**src/rtl/norm_lzc_ctrl.sv**
```systemverilog
// Normalisation controller: finds the leading-zero count of a 32-bit operand
// with a 5-step binary search. It then drives an external combinational left
// shifter and registers the normalised word together with the count.
module norm_lzc_ctrl #(
    parameter int unsigned DATA_W      = 32,
    parameter int unsigned CNT_W       = 5,
    parameter bit          BYPASS_ZERO = 1'b1
) (
    input  logic              clk,
    input  logic              rst_n,
    input  logic              in_valid,
    output logic              in_ready,
    input  logic [DATA_W-1:0] in_data,
    output logic [DATA_W-1:0] sh_a,
    output logic [CNT_W-1:0]  sh_cnt,
    input  logic [DATA_W-1:0] sh_b,
    output logic              out_valid,
    input  logic              out_ready,
    output logic [DATA_W-1:0] out_data,
    output logic [CNT_W:0]    out_lzc,
    output logic              out_zero
);

    typedef enum logic [1:0] {IDLE, SCAN, SHIFT, DONE} state_t;

    state_t              state, state_nx;
    logic [DATA_W-1:0]   opnd;
    logic [DATA_W-1:0]   w;
    logic [DATA_W-1:0]   w_sh;
    logic [CNT_W:0]      lzc;
    logic [CNT_W:0]      step_k;
    logic [2:0]          step;
    logic                top_zero;
    logic                zflag;
    logic                accept;
    logic                in_is_zero;

    assign sh_a       = opnd;
    assign in_is_zero = (in_data == '0);

    // Decode the current search step: width k and whether the top k bits of w are clear.
    always_comb begin
        step_k   = '0;
        top_zero = 1'b0;
        case (step)
            3'd0: begin step_k = (CNT_W+1)'(16); top_zero = (w[31:16] == '0); end
            3'd1: begin step_k = (CNT_W+1)'(8);  top_zero = (w[31:24] == '0); end
            3'd2: begin step_k = (CNT_W+1)'(4);  top_zero = (w[31:28] == '0); end
            3'd3: begin step_k = (CNT_W+1)'(2);  top_zero = (w[31:30] == '0); end
            default: begin step_k = (CNT_W+1)'(1); top_zero = ~w[31]; end
        endcase
        w_sh = top_zero ? (w << step_k) : w;
    end

    // Next-state logic and state-decoded handshake/shifter outputs.
    always_comb begin
        state_nx  = state;
        in_ready  = 1'b0;
        out_valid = 1'b0;
        sh_cnt    = '0;
        accept    = 1'b0;
        case (state)
            IDLE: begin
                in_ready = 1'b1;
                accept   = in_valid;
                if (in_valid) begin
                    state_nx = (in_is_zero && BYPASS_ZERO) ? DONE : SCAN;
                end
            end
            SCAN: begin
                if (step == 3'd4) begin
                    state_nx = SHIFT;
                end
            end
            SHIFT: begin
                // A zero operand carries lzc=32, so the low bits give a zero shift.
                sh_cnt   = lzc[CNT_W-1:0];
                state_nx = DONE;
            end
            DONE: begin
                out_valid = 1'b1;
                if (out_ready) begin
                    state_nx = IDLE;
                end
            end
            default: state_nx = IDLE;
        endcase
    end

    // State register with synchronous active-low reset.
    always_ff @(posedge clk) begin
        if (!rst_n) begin
            state <= IDLE;
        end else begin
            state <= state_nx;
        end
    end

    // Operand capture, binary-search datapath and result registers.
    always_ff @(posedge clk) begin
        if (!rst_n) begin
            opnd     <= '0;
            w        <= '0;
            lzc      <= '0;
            step     <= '0;
            zflag    <= 1'b0;
            out_data <= '0;
            out_lzc  <= '0;
            out_zero <= 1'b0;
        end else begin
            case (state)
                IDLE: begin
                    if (accept) begin
                        opnd  <= in_data;
                        w     <= in_data;
                        lzc   <= '0;
                        step  <= '0;
                        zflag <= in_is_zero;
                        if (in_is_zero && BYPASS_ZERO) begin
                            out_data <= '0;
                            out_lzc  <= (CNT_W+1)'(DATA_W);
                            out_zero <= 1'b1;
                        end
                    end
                end
                SCAN: begin
                    w    <= w_sh;
                    step <= step + 3'd1;
                    if (top_zero) begin
                        lzc <= lzc + step_k;
                    end
                    // After the last step a still-clear MSB means the operand was zero.
                    if (step == 3'd4 && !w_sh[31]) begin
                        lzc <= (CNT_W+1)'(DATA_W);
                    end
                end
                SHIFT: begin
                    out_data <= zflag ? '0 : sh_b;
                    out_lzc  <= lzc;
                    out_zero <= zflag;
                end
                default: ;
            endcase
        end
    end

endmodule

```
**config.mk**
```make
export PLATFORM = sky130hd
export DESIGN_NAME = norm_lzc_ctrl
export DESIGN_NICKNAME = d
export VERILOG_FILES = /design/src/rtl/norm_lzc_ctrl.sv
export SDC_FILE = /design/constraint.sdc
export NUM_CORES = 1
export LEC_CHECK = 0
export ABC_AREA = 1
export CAP_MARGIN = 40
export CELL_PAD_IN_SITES_DETAIL_PLACEMENT = 1
export CELL_PAD_IN_SITES_GLOBAL_PLACEMENT = 1
export CORE_ASPECT_RATIO = 1.4
export CORE_MARGIN = 3
export CORE_UTILIZATION = 35
export DETAILED_ROUTE_END_ITERATION = 8
export GPL_ROUTABILITY_DRIVEN = 0
export PLACE_DENSITY = 0.9
export SLEW_MARGIN = 5
export SYNTH_ARGS = -nofsm -noshare
export SYNTH_HDL_FRONTEND = slang
export SYNTH_SLANG_ARGS = --single-unit
```
**constraint.sdc**
```tcl
create_clock -name clk -period 3.2 [get_ports clk]
set_input_delay 0.64 -clock clk [delete_from_list [all_inputs] [get_ports clk]]
set_output_delay 0.64 -clock clk [all_outputs]
set_load 0.02 [all_outputs]
```
==> insert_results.sql, run 1 <==
INSERT INTO impl_metrics (metric_group, metric, value, unit) VALUES
('floorplanning', 'fp.dieArea', '19690', 'um2'),
('power_and_ir_drop', 'total_leakage_power', '3.371', 'nW'),
('floorplanning', 'die_x', '119.4', 'um'),
('final_layout', 'net_total_in_the_final_layout', '1136', ''),
('synthesis', 'synthTopCellsByArea', 'dfxtp_1 (37%), nand2_1 (9.3%), nor2_1 (8.5%)', ''),
('detailed_routing', 'drt_drc_violations_left', '0', ''),
('sta', 'grt_setup_unrepaired', 'no', ''),
('floorplanning', 'boundaryPins', '146', ''),
('detailed_routing', 'vias', '7312', ''),
('grt', 'globalRoute.totalOverflow', '0', ''),
('floorplanning', 'core-area', '17540', 'um2'),
('place', 'numPortBuffers', '145', ''),
('grt', 'grt_first_pass_wirelength', '40.31', 'mm'),
('hold_path', 'worstHoldPathType', 'flop to flop', ''),
('sta', 'maxClockFrequency', '335.7', 'MHz'),
('setup_path', 'worst-setup-path-type', 'flop to flop', ''),
('outcome', 'run_status', 'completed', ''),
('sta', 'setup-violations-final', '0', ''),
('sta', 'period_share', '93.09', '%'),
('setup_path', 'critPathCaptureType', 'flop', ''),
('detailed_routing', 'post_drt_via_cell_ratio', '5.607', ''),
('cts', 'clock_latency_late_sink', '0.43', 'ns'),
('sta', 'slew_headroom', '56.17', '%'),
('synthesis', 'yosysTopAreaCell', 'dfxtp_1', ''),
('cts', 'cts_hold_buf', '0', ''),
('synthesis', 'avgSynthCellArea', '6.795', 'um2'),
('grt', 'grt_pass1_vias', '7743', ''),
('synthesis', 'number_of_synthesized_flops_with_an_enable_pin', '0', ''),
('synthesis', 'synth_area', '6306', 'um2'),
('sta', 'totalNegativeSetupSlack', '0', 'ns'),
('synthesis', 'yosys.cell_types.count', '43', ''),
('synthesis', 'synthFlopType', 'dfxtp_1', ''),
('final_layout', 'num_antenna_cells', '0', ''),
('cts', 'clock_tree.buffer_depth', '2', ''),
('cts', 'cts.reportedPaths.clkPinSlew', '0.06', 'ns'),
('final_layout', 'drive_above_1_share', '7.584', '%'),
('floorplanning', 'core.rowCount', '57', ''),
('grt', 'grt_max_degree', '72', ''),
('final_layout', 'syn2layout_area_growth', '36.61', '%'),
('cts', 'num_clock_sinks', '115', ''),
('cts', 'clock_tree.root_cell', 'clkbuf_16', ''),
('sta', 'finalWorstSetupSlack', '0.2212', 'ns'),
('job', 'reported_max_cap_violation_count', '0', ''),
('place', 'post-place-ws', '0.1098', 'ns'),
('synthesis', 'ffs_w_async_s_r_synth', '0', '%'),
('detailed_routing', 'met3_routed_wl', '1.573', 'mm'),
('synthesis', 'post_syn_nets', '1009', ''),
('setup_path', 'cp_data_arrival_time', '3.33', 'ns'),
('sta', 'finalClockSkew', '0.008896', 'ns'),
('power_and_ir_drop', 'p_per_area', '919.2', 'nW/um2'),
('detailed_routing', 'detail_route.iter0.violations', '515', ''),
('detailed_routing', 'top_sig_layer', 'met4', ''),
('detailed_routing', 'route.layer.met1.wl', '9.477', 'mm'),
('cts', 'cts_max_level', '4', ''),
('synthesis', 'synthesis.instances', '928', ''),
('sta', 'timing.final.max_slew_violations', '0', ''),
('detailed_routing', 'drt_wl_total', '25.68', 'mm'),
('cts', 'clock_tree_from_tritoncts', 'done', ''),
('synthesis', 'area_share_of_the_largest_cell_type_after_synthesis', '36.51', '%'),
('cts', 'post_cts.repair.setup_buffers', '0', ''),
('synthesis', 'synth.ff_latch_count', '115', ''),
('floorplanning', 'die_height', '164.8', 'um'),
('final_layout', 'fill_cells', '2230', ''),
('detailed_routing', 'drt-pass1-iter-count', '5', ''),
('grt', 'antenna_found_initial', '0', ''),
('grt', 'gr-usage-all-layers', '26.02', '%'),
('sta', 'final.min_clock_period', '2.979', 'ns'),
('setup_path', 'critical_path_launch_point_type', 'flop', ''),
('place', 'detailedPlacementHpwl', '17.85', 'mm'),
('synthesis', 'yosys_warnings', '0', ''),
('power_and_ir_drop', 'worst_ir_drop_vdd', '401.9', 'uV'),
('cts', 'tritoncts.num_buffers', '17', ''),
('synthesis', 'yosysSeqAreaShare', '36.51', '%'),
('detailed_routing', 'met2RoutedLength', '13.35', 'mm'),
('detailed_routing', 'antenna_nets_post_route', '0', ''),
('setup_path', 'cp_max_fo', '17', ''),
('sta', 'transition_time_of_the_tightest_slew_check_pin', '0.6575', 'ns'),
('setup_path', 'critPathRequiredTime', '3.55', 'ns'),
('floorplanning', 'initial_core_util', '35.94', '%'),
('sta', 'final_hold_violations', '0', ''),
('detailed_routing', 'route.detailed.wl_per_inst', '19.69', 'um');
sequential cells by signal, indices dropped and copies added, names as in the netlist:
| signal | cells |
|---|---|
| sh_a | 32 |
| w | 32 |
| lzc | 6 |
| out_zero | 1 |
| zflag | 1 |
| out_lzc | 6 |
| out_data | 32 |
| step | 3 |
| state | 2 |
cell type report:
class / instances / area [um2] / share of cell area, %
clock buffer: 19 / 452.9 / 5.258
clock inverter: 13 / 172.7 / 2.004
inverter: 64 / 240.2 / 2.789
multi-input combinational: 689 / 3495 / 40.57
sequential: 115 / 2302 / 26.72
tap: 236 / 295.3 / 3.428
timing repair buffer: 168 / 1657 / 19.23
power breakdown:
part | switching, W | leakage [nW] | internal (W)
Clock | 0.000755 | 0.298 | 0.00128
Combinational | 0.00261 | 2.13 | 0.00128
Sequential | 0.000234 | 0.942 | 0.00177
critical path: stages, from the launching register on:
cell and delay [ns]:
dfxtp_1 0.38, inv_1 0.09, ha_1 0.28, nand2_2 0.19
nand2_2 0.16, nor2_8 0.13, buf_4 0.25, a21oi_2 0.12
inv_2 0.11, nand2_1 0.21, inv_2 0.27, buf_4 0.27
o2111ai_2 0.24, a21oi_1 0.20
repair_timing:
action                                  in CTS  in global routing
endpoints found under the setup margin       1                  2
resized for setup                            1                  2
hold endpoints to repair                     0                  0
cell families after synthesis:
group,after synthesis,synth area share [%]
mux,4,0.6349
xor+xnor,2,0.2778
compound gates,275,24.78
buf+inv,124,8.214
flops,115,36.51
fa+ha+maj,13,2.698
simple gates,395,26.88
Yosys cell counts (all sizes together), types with 6 or more instances:
library cell and instances:
buf 24, nand3 60, clkbuf 36, o2111ai 7, o211ai 7, or2 6
a21oi 94, dfxtp 115, nand4 15, o21ai 122, nand2 161, a22oi 31
ha 12, inv 62, nor2 144
path summary, 6_finish.rpt:
path,start,endpoint,slack (ns),cells after the start
min reg2reg,out_data[30],out_data[30],0.48,2
max,step[0],w[16],0.22,13
max reg2reg,step[0],w[16],0.22,13
min,out_data[30],out_data[30],0.48,2
cells in the final DEF, fill, tap and decap left out, types with 3 or more instances in the layout:
cell type	Yosys	routed
clkinvlp_4	0	3
a22oi_1	31	31
buf_4	0	20
a21oi_1	90	90
nor3_1	3	3
buf_12	0	3
nand4_1	15	15
o21ai_2	3	3
a21oi_2	3	3
inv_2	6	7
a211oi_1	3	3
clkdlybuf4s50_1	0	144
clkbuf_16	0	17
nand3_1	58	58
o21ai_0	89	89
mux2i_1	4	4
nand2_2	3	4
o211ai_1	7	7
bufinv_16	0	3
clkinv_4	0	3
nor4_1	3	3
dfxtp_1	115	115
nor2_1	143	143
inv_1	56	55
ha_1	12	12
a31oi_1	4	4
o21ai_1	30	30
or2_1	6	6
o22ai_1	3	3
nand2_1	156	155
o2111ai_1	7	6
stage by stage:
stage	total power, W	utilization (%)	std cells	hold WS [ns]	area, um2
after CTS	0.007882	49.05	1304	0.4851	8606
after floorplan	0.004414	-	928	0.4585	6306
after detailed placement	0.005749	45.49	1272	0.4719	7980
after global placement	0.005650	45.49	1272	0.4544	7980
after global routing	0.008393	49.10	1304	0.5031	8615
final	0.007919	49.10	1304	0.4807	8615
metal layers:
layer / vias up / global-route usage (%)
li1: 3414 / -
met1: 3539 / 26.84
met2: 279 / 48.66
met3: 80 / 6.201
met4: 0 / 13.50
met5: - / 0
Note: power is estimated with default switching activity, not from simulation.
==> run 2, diff against run 1 <==
--- a/config.mk
+++ b/config.mk
@@ -12,6 +12,7 @@
 export CORE_ASPECT_RATIO = 1.4
 export CORE_MARGIN = 3
 export CORE_UTILIZATION = 35
+export CTS_CLUSTER_DIAMETER = 150
 export DETAILED_ROUTE_END_ITERATION = 8
 export GPL_ROUTABILITY_DRIVEN = 0
 export PLACE_DENSITY = 0.9
==> constraint.sdc (replaced) <==
create_clock -name clk -period 2.8 [get_ports clk]
set_input_delay 0.56 -clock clk [delete_from_list [all_inputs] [get_ports clk]]
set_output_delay 0.56 -clock clk [all_outputs]
set_load 0.02 [all_outputs]
==> run 2 against run 1 <==
Compared with the run above:
- clock-buffer cell count is the same
- clock skew rose by 0.00061 ns
- register-to-register slack worse by 0.07 ns
- critical endpoint is now sh_cnt[0]
- largest power group unchanged
- highest routed layer unchanged
==> insert_results.sql, run 2 (same netlist as run 1, synthesis figures left out) <==
INSERT INTO impl_metrics (metric_group, metric, value, unit) VALUES
('outcome', 'run_status', 'completed', ''),
('sta', 'grt_setup_unrepaired', 'yes', ''),
('final_layout', 'fill_cells', '2257', ''),
('setup_path', 'worstReg2RegStart', 'step[1]', ''),
('setup_path', 'r2r_cells', '14', ''),
('cts', 'clock_tree.root_cell', 'clkbuf_16', ''),
('grt', 'antenna_found_initial', '0', ''),
('place', 'numPortBuffers', '145', ''),
('setup_path', 'critPathCaptureType', 'output pin', ''),
('final_layout', 'net_total_in_the_final_layout', '1155', ''),
('final_layout', 'finish.instance_area', '8758', 'um2'),
('cts', 'post_cts.repair.setup_buffers', '0', ''),
('hold_path', 'worstHoldPathCells', '2', ''),
('place', 'detailedPlacementHpwl', '18.15', 'mm'),
('detailed_routing', 'drt_drc_violations_left', '0', ''),
('floorplanning', 'fp.dieArea', '19690', 'um2'),
('setup_path', 'largest_incremental_delay_on_the_critical_path', '0.61', 'ns'),
('final_layout', 'num_antenna_cells', '0', ''),
('detailed_routing', 'post_drt_via_cell_ratio', '5.550', ''),
('detailed_routing', 'drt-pass1-iter-count', '5', ''),
('setup_path', 'cp_data_arrival_time', '2.09', 'ns'),
('sta', 'period_share', '94.73', '%'),
('setup_path', 'timing.reg2reg.setup_slack', '0.15', 'ns'),
('sta', 'setup-violations-final', '0', ''),
('grt', 'grt_max_degree', '72', ''),
('sta', 'transition_time_of_the_tightest_slew_check_pin', '0.7450', 'ns'),
('cts', 'clock_tree.buffer_depth', '2', ''),
('final_layout', 'syn2layout_area_growth', '38.89', '%'),
('cts', 'tritoncts.num_buffers', '17', ''),
('detailed_routing', 'antenna_nets_post_route', '0', ''),
('power_and_ir_drop', 'total_leakage_power', '3.462', 'nW'),
('floorplanning', 'core-area', '17540', 'um2'),
('setup_path', 'critical_path_launch_point_type', 'flop', ''),
('sta', 'final_hold_violations', '0', ''),
('cts', 'cts_max_level', '4', ''),
('sta', 'finalClockSkew', '0.009510', 'ns'),
('sta', 'totalNegativeSetupSlack', '0', 'ns'),
('detailed_routing', 'drt_wl_total', '25.93', 'mm'),
('cts', 'cts.reportedPaths.clkPinSlew', '0.06', 'ns'),
('place', 'place_area', '8123', 'um2'),
('final_layout', 'postLayoutCoreUtil', '49.92', '%'),
('power_and_ir_drop', 'p_per_area', '1037', 'nW/um2'),
('setup_path', 'crit_path_cell_trace', 'inv_1 -> ha_1 -> nand2_1 -> inv_1 -> clkdlybuf4s50_1', ''),
('final_layout', 'drive_above_1_share', '9.752', '%'),
('hold_path', 'hold_end', 'sh_a[27]', ''),
('grt', 'grt_pass1_vias', '7914', ''),
('grt', 'globalRoute.totalOverflow', '0', ''),
('setup_path', 'critPathRequiredTime', '2.24', 'ns'),
('cts', 'num_clock_sinks', '115', ''),
('sta', 'slew_headroom', '50.03', '%'),
('setup_path', 'timing.critical_path.slowest_stage_cell', 'clkdlybuf4s50_1', ''),
('power_and_ir_drop', 'worst_ir_drop_vdd', '442.5', 'uV'),
('job', 'reported_max_cap_violation_count', '0', ''),
('hold_path', 'worstHoldPathType', 'flop to flop', ''),
('sta', 'timing.final.max_slew_violations', '0', ''),
('floorplanning', 'core.rowCount', '57', ''),
('hold_path', 'worst_hold_startpoint', 'sh_a[27]', ''),
('detailed_routing', 'vias', '7343', ''),
('floorplanning', 'die_height', '164.8', 'um'),
('sta', 'final.min_clock_period', '2.652', 'ns'),
('grt', 'gr-usage-all-layers', '26.80', '%'),
('cts', 'clock_tree_from_tritoncts', 'done', ''),
('sta', 'maxClockFrequency', '377.0', 'MHz'),
('setup_path', 'worst-setup-path-type', 'flop to output pin', ''),
('detailed_routing', 'detail_route.iter0.violations', '356', ''),
('final_layout', 'layout_common_cells', 'nand2_1 (154), clkdlybuf4s50_1 (144), nor2_1 (143)', ''),
('setup_path', 'cp_common_cell', 'inv_1', ''),
('power_and_ir_drop', 'fin_total_pwr', '0.009083', 'W'),
('floorplanning', 'boundaryPins', '146', ''),
('cts', 'clock_latency_late_sink', '0.43', 'ns'),
('detailed_routing', 'route.detailed.wl_per_inst', '19.60', 'um'),
('setup_path', 'worstReg2RegEnd', 'lzc[4]', ''),
('floorplanning', 'die_x', '119.4', 'um'),
('final_layout', 'most_common_cell_after_layout_fill_and_taps_aside', 'nand2_1', ''),
('grt', 'grt_first_pass_wirelength', '41.63', 'mm'),
('setup_path', 'cp_max_fo', '7', ''),
('floorplanning', 'initial_core_util', '35.94', '%');
run 2: cell count changes in the layout (fill, tap and decap cells not counted), sizes merged:
| cell | change |
|---|---|
| clkinvlp | -2 |
| inv | -1 |
| clkinv | +3 |
| buf | +19 |
run 2: area by class of cell:
type / instances / area, um2 / area share [%]
Inverter: 64 / 240.2 / 2.743
Tap cell: 236 / 295.3 / 3.371
Multi-Input combinational cell: 689 / 3520 / 40.19
Timing Repair Buffer: 187 / 1799 / 20.54
Sequential cell: 115 / 2303 / 26.30
Clock buffer: 19 / 442.9 / 5.057
Clock inverter: 13 / 157.7 / 1.800
run 2: worst max-delay path: cells and delay by family, from the launching register on:
family                     cells  cell delay [ns]
buffers and inverters          3             0.81
adders and majority gates      1             0.35
DFF                            1             0.33
and+or+nand+nor                1             0.17
run 2: how the worst max path moves through the flow:
| stage | from | to | cells after the start |
|---|---|---|---|
| global route | step[1] | w[13] | 14 |
| global placement | in_data[22] | out_data[29] | 14 |
| detailed placement | in_data[21] | out_data[4] | 14 |
| floorplan | step[0] | lzc[4] | 16 |
| CTS | step[0] | lzc[4] | 14 |
| finish | state[0] | sh_cnt[0] | 5 |
run 2: through the flow:
stage | worst slack, ns | hold WS [ns] | instances
2_1_floorplan | 0.04861 | 0.4585 | 928
3_3_place_gp | -0.1084 | 0.4529 | 1291
3_5_place_dp | -0.1470 | 0.4655 | 1291
4_1_cts | 0.002938 | 0.4764 | 1323
5_1_grt | -0.01835 | 0.5021 | 1323
6_report | 0.1476 | 0.4781 | 1323
run 2: repair_timing:
action                                  in CTS  in global routing
hold buffers                                 0                  0
gates resized for setup                      4                  8
endpoints found under the setup margin       1                  8
cloned                                       0                  0
run 2: per-layer routing:
| metal | wire length, um | up-vias | track usage [%] |
|---|---|---|---|
| met5 | 0 | - | 0 |
| met3 | 1373 | 97 | 5.790 |
| met4 | 1431 | 0 | 16.36 |
| li1 | - | 3446 | - |
| met1 | 9427 | 3524 | 26.82 |
| met2 | 13700 | 276 | 50.36 |
run 2: power by group:
group          internal [W]  switching, W
clock network       0.00142      0.000838
logic               0.00155       0.00300
registers           0.00202      0.000262
==> run 3, diff against run 2 <==
--- a/config.mk
+++ b/config.mk
@@ -10,7 +10,7 @@
 export CELL_PAD_IN_SITES_DETAIL_PLACEMENT = 1
 export CELL_PAD_IN_SITES_GLOBAL_PLACEMENT = 1
 export CORE_ASPECT_RATIO = 1.4
-export CORE_MARGIN = 3
+export CORE_MARGIN = 2
 export CORE_UTILIZATION = 35
 export CTS_CLUSTER_DIAMETER = 150
 export DETAILED_ROUTE_END_ITERATION = 8
==> run 3 against run 2 <==
Compared with the run above:
- worst setup slack better by 0.010 ns
- critical path type is now flop to flop
- register-to-register slack about the same
- total power shrank 1.0%
- fmax is 0.38% higher
==> insert_results.sql, run 3 (same netlist as run 1, synthesis figures left out) <==
INSERT INTO impl_metrics (metric_group, metric, value, unit) VALUES
('final_layout', 'layout_common_cells', 'nand2_1 (156), clkdlybuf4s50_1 (144), nor2_1 (143)', ''),
('grt', 'globalRoute.totalOverflow', '0', ''),
('detailed_routing', 'post_drt_via_cell_ratio', '5.645', ''),
('cts', 'cts.reportedPaths.clkPinSlew', '0.06', 'ns'),
('setup_path', 'setup.worst_path.start', 'step[0]', ''),
('sta', 'finalClockSkew', '0.007520', 'ns'),
('hold_path', 'worst_hold_startpoint', 'sh_a[20]', ''),
('setup_path', 'worst-path-buf-inv', '2', ''),
('sta', 'slew_headroom', '45.15', '%'),
('grt', 'gr-usage-all-layers', '27.85', '%'),
('floorplanning', 'boundaryPins', '146', ''),
('setup_path', 'cpLargestDelayFamily', 'adder cells', ''),
('floorplanning', 'core.rowCount', '58', ''),
('setup_path', 'cp_max_fo', '4', ''),
('detailed_routing', 'drt_drc_violations_left', '0', ''),
('outcome', 'run_status', 'completed', ''),
('floorplanning', 'core-area', '17780', 'um2'),
('cts', 'clock_tree_from_tritoncts', 'done', ''),
('setup_path', 'critPathCaptureType', 'flop', ''),
('cts', 'post_cts_resize_count', '1', ''),
('detailed_routing', 'antenna_nets_post_route', '0', ''),
('sta', 'final_hold_violations', '0', ''),
('final_layout', 'layoutNonFillerInstCount', '1326', ''),
('sta', 'period_share', '94.37', '%'),
('power_and_ir_drop', 'cellInternalPower', '0.004827', 'W'),
('setup_path', 'cp_data_arrival_time', '2.92', 'ns'),
('job', 'reported_max_cap_violation_count', '0', ''),
('grt', 'grt_max_degree', '72', ''),
('detailed_routing', 'vias', '7485', ''),
('sta', 'worst_hold_slack', '0.4766', 'ns'),
('place', 'numPortBuffers', '145', ''),
('sta', 'timing.final.max_slew_violations', '0', ''),
('setup_path', 'critPathRequiredTime', '3.08', 'ns'),
('setup_path', 'crit_path_cell_trace', 'inv_1 -> ha_1 -> nand2_2 -> nand2_4 -> nor2_8 -> ha_1 -> inv_1 -> fa_1 -> or2_1 -> a31oi_2 -> xnor2_1 -> nor2_1 -> nand3_1 -> a21oi_1', ''),
('cts', 'clock_latency_late_sink', '0.42', 'ns'),
('place', 'placedCellCount', '1294', ''),
('power_and_ir_drop', 'power_switching', '0.004164', 'W'),
('place', 'detailedPlacementHpwl', '18.29', 'mm'),
('final_layout', 'net_total_in_the_final_layout', '1154', ''),
('floorplanning', 'die_height', '162.8', 'um'),
('cts', 'clock_tree.buffer_depth', '2', ''),
('final_layout', 'syn2layout_area_growth', '38.69', '%'),
('power_and_ir_drop', 'sequentialPowerShare', '25.7', '%'),
('power_and_ir_drop', 'total_leakage_power', '3.437', 'nW'),
('setup_path', 'worstReg2RegStart', 'step[0]', ''),
('final_layout', 'fill_cells', '2225', ''),
('setup_path', 'largest_incremental_delay_on_the_critical_path', '0.42', 'ns'),
('floorplanning', 'fp.dieArea', '19120', 'um2'),
('power_and_ir_drop', 'share_clk_of_total_power', '23.6', '%'),
('cts', 'num_clock_sinks', '115', ''),
('floorplanning', 'initial_core_util', '35.47', '%'),
('final_layout', 'drive_above_1_share', '9.576', '%'),
('final_layout', 'num_antenna_cells', '0', ''),
('cts', 'tritoncts.num_buffers', '17', ''),
('power_and_ir_drop', 'netSwitchingFraction', '46.32', '%'),
('grt', 'grt_first_pass_wirelength', '42.08', 'mm'),
('sta', 'final.min_clock_period', '2.642', 'ns'),
('cts', 'cts_max_level', '4', ''),
('detailed_routing', 'drt-pass1-iter-count', '5', ''),
('floorplanning', 'die_x', '117.4', 'um'),
('power_and_ir_drop', 'worst_ir_drop_vdd', '499.2', 'uV'),
('sta', 'transition_time_of_the_tightest_slew_check_pin', '0.8177', 'ns'),
('grt', 'grt_pass1_vias', '7980', ''),
('sta', 'maxClockFrequency', '378.4', 'MHz'),
('setup_path', 'worst-setup-path-type', 'flop to flop', ''),
('setup_path', 'critical_path_launch_point_type', 'flop', ''),
('final_layout', 'most_common_cell_after_layout_fill_and_taps_aside', 'nand2_1', ''),
('power_and_ir_drop', 'p_per_area', '1028', 'nW/um2'),
('detailed_routing', 'detail_route.iter0.violations', '484', ''),
('setup_path', 'timing.critical_path.slowest_stage_cell', 'fa_1', ''),
('grt', 'antenna_found_initial', '0', ''),
('sta', 'setup-violations-final', '0', ''),
('detailed_routing', 'route.detailed.wl_per_inst', '19.76', 'um'),
('cts', 'cts_hold_buf', '0', ''),
('power_and_ir_drop', 'fin_total_pwr', '0.008991', 'W'),
('hold_path', 'worstHoldPathType', 'flop to flop', ''),
('setup_path', 'timing.reg2reg.setup_slack', '0.16', 'ns'),
('detailed_routing', 'drt_wl_total', '26.20', 'mm'),
('cts', 'clock_tree.root_cell', 'clkbuf_16', ''),
('power_and_ir_drop', 'power_frac_comb', '50.7', '%'),
('cts', 'post_cts.repair.setup_buffers', '0', '');
run 3: changes by cell type in the layout (fill, tap and decap cells not counted), sizes merged:
| cell | previous run | this run |
|---|---|---|
| clkinvlp | 1 | 3 |
| clkinv | 9 | 7 |
| bufinv | 3 | 1 |
| inv | 64 | 66 |
| buf | 43 | 42 |
run 3: path summary, 6_finish.rpt:
kind         endpoint  cells past startpoint
min          sh_a[20]                      2
max            lzc[4]                     14
min reg2reg  sh_a[20]                      2
max reg2reg    lzc[4]                     14
run 3: layer usage:
metal	vias to the layer above	part of all wire (%)	track usage (%)
met2	343	52	51.44
met3	117	5.7	5.952
met4	0	6.6	18.40
li1	3437	-	-
met1	3588	36	28.24
met5	-	0	0
run 3: cell type report:
cell class	instances	area [um2]	share of cell area, %
clock inverter	13	126.4	1.445
multi-input combinational	689	3532	40.39
clock buffer	19	442.9	5.064
sequential	115	2305	26.35
tap	240	300.3	3.433
timing repair buffer	186	1799	20.57
inverter	64	240.2	2.747
run 3: power groups by stage:
stage	clock network [W]	registers (W)	logic [W]
2_1_floorplan	0	0.00244	0.00260
3_3_place_gp	0	0.00230	0.00424
3_5_place_dp	0	0.00232	0.00436
4_1_cts	0.00214	0.00230	0.00448
5_1_grt	0.00221	0.00234	0.00499
6_report	0.00212	0.00231	0.00455
run 3: metrics by stage:
| stage | area (um2) | setup TNS, ns | setup slack (ns) | util, % |
|---|---|---|---|---|
| 6_report | 8746 | 0 | 0.1576 | 49.19 |
| 5_1_grt | 8746 | -0.02671 | -0.02379 | 49.19 |
| 4_1_cts | 8695 | 0 | 0.02130 | 48.90 |
| 3_5_place_dp | 8120 | -6.710 | -0.2664 | 45.67 |
| 3_3_place_gp | 8120 | -2.316 | -0.1065 | 45.67 |
| 2_1_floorplan | 6306 | 0 | 0.04861 | - |
run 3: worst reg2reg max path: cells and delay by family, from the launching register on:
family / cells / cell delay, ns
adders and majority gates: 3 / 0.85
and+or+nand+nor: 6 / 0.80
DFF: 1 / 0.35
AOI/OAI and AO/OA: 2 / 0.22
buffers and inverters: 2 / 0.14
xor gates and xnor gates: 1 / 0.14
